<file path="src/rtl/reg_file.sv">
// Architectural integer register file: two combinational read ports, one
// synchronous write port, x0 hardwired to zero, optional write-first bypass.
module reg_file #(
    parameter int DATA_WIDTH = 32,
    parameter int ADDR_WIDTH = 5,
    parameter int BYPASS     = 1
) (
    input  logic                  clk_i,
    input  logic                  rst_i,
    input  logic [ADDR_WIDTH-1:0] RS1addr_i,
    input  logic [ADDR_WIDTH-1:0] RS2addr_i,
    input  logic [ADDR_WIDTH-1:0] RDaddr_i,
    input  logic [DATA_WIDTH-1:0] RDdata_i,
    input  logic                  RegWrite_i,
    output logic [DATA_WIDTH-1:0] RS1data_o,
    output logic [DATA_WIDTH-1:0] RS2data_o
);

    localparam int NUM_REGS = 2 ** ADDR_WIDTH;

    logic [DATA_WIDTH-1:0] r_regs [1:NUM_REGS-1];
    logic [DATA_WIDTH-1:0] w_regs [NUM_REGS];
    logic                  w_wr_en;
    logic                  w_fwd1;
    logic                  w_fwd2;

    // Qualified write: reset wins, and x0 is never a legal destination.
    assign w_wr_en = !rst_i && RegWrite_i && (RDaddr_i != '0);

    generate
        for (genvar gi = 0; gi < NUM_REGS; gi++) begin : g_regs
            if (gi == 0) begin : g_zero
                assign w_regs[gi] = '0;
            end else begin : g_entry
                always_ff @(posedge clk_i) begin
                    if (rst_i) begin
                        r_regs[gi] <= '0;
                    end else if (w_wr_en && (RDaddr_i == ADDR_WIDTH'(gi))) begin
                        r_regs[gi] <= RDdata_i;
                    end
                end
                assign w_regs[gi] = r_regs[gi];
            end
        end
    endgenerate

    // w_wr_en already excludes x0 and reset, so forwarding never targets x0.
    assign w_fwd1 = (BYPASS != 0) && w_wr_en && (RDaddr_i == RS1addr_i);
    assign w_fwd2 = (BYPASS != 0) && w_wr_en && (RDaddr_i == RS2addr_i);

    always_comb begin
        RS1data_o = w_regs[RS1addr_i];
        if (RS1addr_i == '0) begin
            RS1data_o = '0;
        end else if (w_fwd1) begin
            RS1data_o = RDdata_i;
        end
    end

    always_comb begin
        RS2data_o = w_regs[RS2addr_i];
        if (RS2addr_i == '0) begin
            RS2data_o = '0;
        end else if (w_fwd2) begin
            RS2data_o = RDdata_i;
        end
    end

endmodule
</file>
<file path="config.mk">
export PLATFORM = sky130hd
export DESIGN_NAME = reg_file
export DESIGN_NICKNAME = d
export VERILOG_FILES = /design/src/rtl/reg_file.sv
export SDC_FILE = /design/constraint.sdc
export NUM_CORES = 2
export LEC_CHECK = 0
export CORE_ASPECT_RATIO = 0.7
export CORE_MARGIN = 2
export CORE_UTILIZATION = 50
export CTS_BUF_LIST = sky130_fd_sc_hd__clkbuf_8
export CTS_CLUSTER_DIAMETER = 120
export DETAILED_ROUTE_END_ITERATION = 12
export GPL_TIMING_DRIVEN = 0
export PLACE_DENSITY = 0.75
export SYNTH_ARGS = -nofsm -noshare
export SYNTH_HDL_FRONTEND = slang
export SYNTH_SLANG_ARGS = --single-unit
export TNS_END_PERCENT = 10
</file>
<file path="constraint.sdc">
create_clock -name clk_i -period 2.37 [get_ports clk_i]
set_input_delay 0.237 -clock clk_i [delete_from_list [all_inputs] [get_ports clk_i]]
set_output_delay 0.237 -clock clk_i [all_outputs]
set_load 0.02 [all_outputs]
</file>
* Word level (Yosys, flattened, before mapping)
Memory sizes are Yosys's and may differ from the RTL's.
Index checks and enable logic that the tools add are counted.
** Word-level totals
- Register bits after elaboration :: 0
- RAM bits :: 992
- Bits of input ports :: 50
- Memories kept :: 1
** Memories
- r_regs :: depth 31, bits a word 32, rd ports 31, clocked after memory_dff 0, wr ports 31, line 21 : logic [DATA_WIDTH-1:0] r_regs [1:NUM_REGS-1];
** Cells by class
- Order comparisons :: 2
- Eq/ne operators :: 33
- Mux-type cells :: 136
- Bitwise logic cells :: 33
- Reduce and logical (&&, ||, !) cells :: 39
** Operators with widths (count)
- 32-bit 2-to-1 mux :: 39
- 32-bit binary-select mux with 5-bit select :: 2
- 1-bit 2-to-1 mux :: 95
- 5-bit equality test, second input constant :: 16
- 5-bit by 4-bit equality test with 1-bit output, second input constant :: 8
- 1-bit logical AND :: 35
- 1-bit bitwise OR :: 31
- 5-bit by 3-bit equality test with 1-bit output, second input constant :: 4
- 6-bit >= comparator, second input constant :: 2
- 5-bit NOT with 6-bit output :: 2
- 5-bit by 2-bit equality test with 1-bit output, second input constant :: 2
- 5-bit equality test :: 2
- 5-bit logical NOT :: 2
- 5-bit by 1-bit equality test with 1-bit output, second input constant :: 1
- 5-bit nonzero test :: 1
- 1-bit logical NOT :: 1

* Depth between registers and ports, before layout
- Depth after elaboration :: 8
- Gate-level depth with buffers :: 10
- Depth with buffers taken out :: 5

* Worst setup path after synthesis
Ideal clock, no wire load.
- Kind :: input -> output
- From :: in RS2addr_i[0]
- To :: out RS2data_o[17]
- Arrival :: 2038 ps
- Data required time :: 2133 ps
- Slack :: 95 ps
- Cell stages on the path :: 7
- Buffers on the path :: 3
- Cell sequence :: buf_2 -> buf_2 -> buf_2 -> mux4_2 -> a22oi_1 -> nand2_1 -> o32a_1
** Between the ends
- Longest elaborated chain between the ends :: 6
- Elaborated cells on any way between the ends :: 9
- Classes of those cells :: eq/ne: 1; mux: 5; bitwise: 1; reduce/logical: 2
** RTL lines
- start: declaration :: line 11 : input logic [ADDR_WIDTH-1:0] RS2addr_i,
- 5-bit NOT with 6-bit output (implied by the code) :: line 61 : RS2data_o = w_regs[RS2addr_i];
- 32-bit binary-select mux with 5-bit select :: line 61
- 32-bit 2-to-1 mux (implied by the code) (2 in series) :: line 61
- 32-bit 2-to-1 mux :: line 64 : end else if (w_fwd2) begin
- 32-bit 2-to-1 mux * :: line 62 : if (RS2addr_i == '0) begin
- end: declaration :: line 16 : output logic [DATA_WIDTH-1:0] RS2data_o
Mark *: on every way between the ends. The rest lies on a longest branch, timed or not. The select of a mux whose other input is x is not followed.

* Final worst setup path
- From :: in RS2addr_i[1]
- To :: out RS2data_o[16]
Same word-level chain as after synthesis.

==> impl_metrics.json <==
{
  "status": "complete, but fails checks",
  "violations": "max-capacitance violations, max-slew violations, negative setup slack",
  "syn_inst": 3638,
  "io_pins": 114,
  "path_max_fanout": 10,
  "crit_arrival_ps": 3120,
  "area_growth_syn_to_layout_pct": 16.4,
  "fmax_ghz": 0.298,
  "syn_avg_cell_area_sq_um": 14.7,
  "swShare_pct": 31.2,
  "end_kind": "output port",
  "synthTopCellsByCount": "and2_1 (993), edfxtp_1 (992), mux4_2 (461)",
  "grt_pass1_vias": 36900,
  "synthFlopType": "edfxtp_1",
  "seqPwrFrac_pct": 47.8,
  "yosysMostFrequentCell": "and2_1",
  "io_buffers": 100,
  "final_cells": 5478,
  "comb_power_share_pct": 18.8,
  "p_leak_nw": 20.8,
  "nets": 3968,
  "async_flop_share_pct": 0,
  "cts_hold_buf": 0,
  "worst_slack_ps": -990,
  "largest_reg_flops": 992,
  "synth_top_area_share_pct": 55.9,
  "antenna_found_initial": 32,
  "fillers": 8384,
  "whs_ps": 192,
  "vias": 39400,
  "pre_cts_ws_ps": -2930,
  "tritoncts": "done",
  "coreArea_sq_um": 106000,
  "intPower_mw": 29.9,
  "peakVddDrop_mv": 0.557,
  "tightest_slew_ps": 1630,
  "setup_viol": 337,
  "maxSlewViolCount": 33,
  "power_mw": 43.4,
  "rsz0062_at_grt": "true",
  "power_density_nw_per_um2": 700,
  "numCtsBuffers": 160,
  "hp-class": "input pin to flop",
  "root_buffer": "clkbuf_8",
  "die_h_um": 277,
  "start_util_pct": 50.3,
  "required_ps": 2130,
  "period_needed_ps": 3360,
  "synth.distinct_cells": 46,
  "yosysTopAreaCell": "edfxtp_1",
  "grt_max_degree": 33,
  "regArea_sq_um": 29800,
  "synth_area_leaders": "edfxtp_1 (56%), mux4_2 (19%), and2_1 (12%)",
  "top_register": "r_regs",
  "drc": 0,
  "drive_gt1_share_pct": 32.8,
  "numPlacedInstances": 5168,
  "wl_per_cell_um": 47.3,
  "hold_viol": 0,
  "cts.clk_slew.worst_paths_ps": 60,
  "num_rows": 100,
  "fin_crit_sh_pct": 142,
  "wl_um": 259000,
  "power.switching_mw": 13.6,
  "power_frac_clock_pct": 33.4,
  "synth_edf_count": 992,
  "relSlewSlack_pct": -8.79,
  "synth.yosys.seq_area_share_pct": 55.9,
  "syn_nets": 3688,
  "grt_usage_pct": 47.4,
  "top_regs": "r_regs (992)",
  "netlist_area_sq_um": 53300,
  "die_area_sq_um": 109000,
  "maxCapViolations": 3,
  "fin_tns_setup_ps": -60020,
  "gp_congestion": 1.11,
  "vias_per_cell": 7.20,
  "drt-initial-drc-count": 7192,
  "clockBufferDepth": 3,
  "dp_hpwl_um": 191000,
  "h-tree-depth": 4,
  "ant_nets": 0,
  "criticalPathCategory": "input pin to output port",
  "critPathLaunchType": "input pin",
  "grt_pass1_wl_um": 338000,
  "drt_pass1_iterations": 6,
  "grt_overflow_total": 0,
  "synth-seq-cells": 992,
  "ys_warn_count": 0,
  "clock-sinks": 992,
  "multi_input_area_sq_um": 24400,
  "die_x_um": 394
}
==> critical path: stages <==
cell,delay [ps]
buf_2,250
buf_2,430
clkbuf_2,630
mux4_2,440
mux2i_2,430
o21a_2,360
a31oi_2,130
buf_4,180
==> power groups by stage <==
| stage | combinational (mW) | sequential, mW | clock [mW] |
|---|---|---|---|
| floorplan | 3.34 | 20.9 | 0 |
| global placement | 6.80 | 21.0 | 0 |
| detailed placement | 6.81 | 21.1 | 0 |
| CTS | 7.55 | 20.7 | 14.3 |
| global route | 7.98 | 20.8 | 15.0 |
| finish | 8.17 | 20.8 | 14.5 |
==> layout by cell type (no fill, tap or decap), drive strengths merged, types with 41 or more instances in the layout <==
master / count
clkinv: 50
mux4: 461
mux2i: 42
a21oi: 57
and2: 994
inv: 61
clkbuf: 453
mux2: 71
edfxtp: 992
a31oi: 41
buf: 186
a22oi: 122
nand2: 82
nor2: 129
==> area by class of cell <==
cell class              instances  share of cell area, %
flip-flops and latches        992                   48.0
multi-input cells            2247                   39.2
clock buffers                 161                   3.57
plain buffers                 397                   3.30
well taps                    1428                   2.88
repair buffers                117                   1.84
clock inverters               118                   1.09
diodes                         15                 0.0605
inverters                       3                 0.0181
==> per-layer routing <==
metal	share of wire (%)	global-route usage [%]	up-vias
met2	39	61.9	3807
met4	7.5	29.2	10
met5	0.083	0.740	-
met1	35	61.3	20300
met3	18	25.4	725
li1	-	-	14500
==> repair_timing <==
action                                  CTS  global route
buffers inserted                         10             6
setup endpoints to repair              1937           637
pin swaps                               136            64
gates cloned                              2             0
resized for setup                       954           128
endpoints found under the hold margin     0             0
==> path summary, 6_finish.rpt <==
path | startpoint | to | slack, ps | depth (start not counted)
worst max-delay path | RS2addr_i[1] | RS2data_o[16] | -990 | 8
worst min-delay path | RDaddr_i[0] | r_regs[0][384] | 190 | 4
==> stage by stage <==
stage | cell area, sq um | utilization (%)
after CTS | 61500 | 58.0
after floorplan | 53300 | -
final | 62100 | 58.6
after global placement | 56100 | 52.9
after global routing | 62000 | 58.5
after detailed placement | 56100 | 52.9
==> kinds of logic (layout without fill, tap and decap cells) <==
logic type | count (synthesis) | after routing | share of synthesized area [%]
AND/OR/NAND/NOR | 1306 | 1308 | 14.3
flip-flops | 992 | 992 | 55.9
multiplexers | 574 | 574 | 21.8
buffers and inverters | 401 | 796 | 3.20
AO/OA/AOI/OAI | 355 | 355 | 4.64
XOR/XNOR | 10 | 10 | 0.164
other | 0 | 15 | 0
Note: power is estimated with default switching activity, not from simulation.
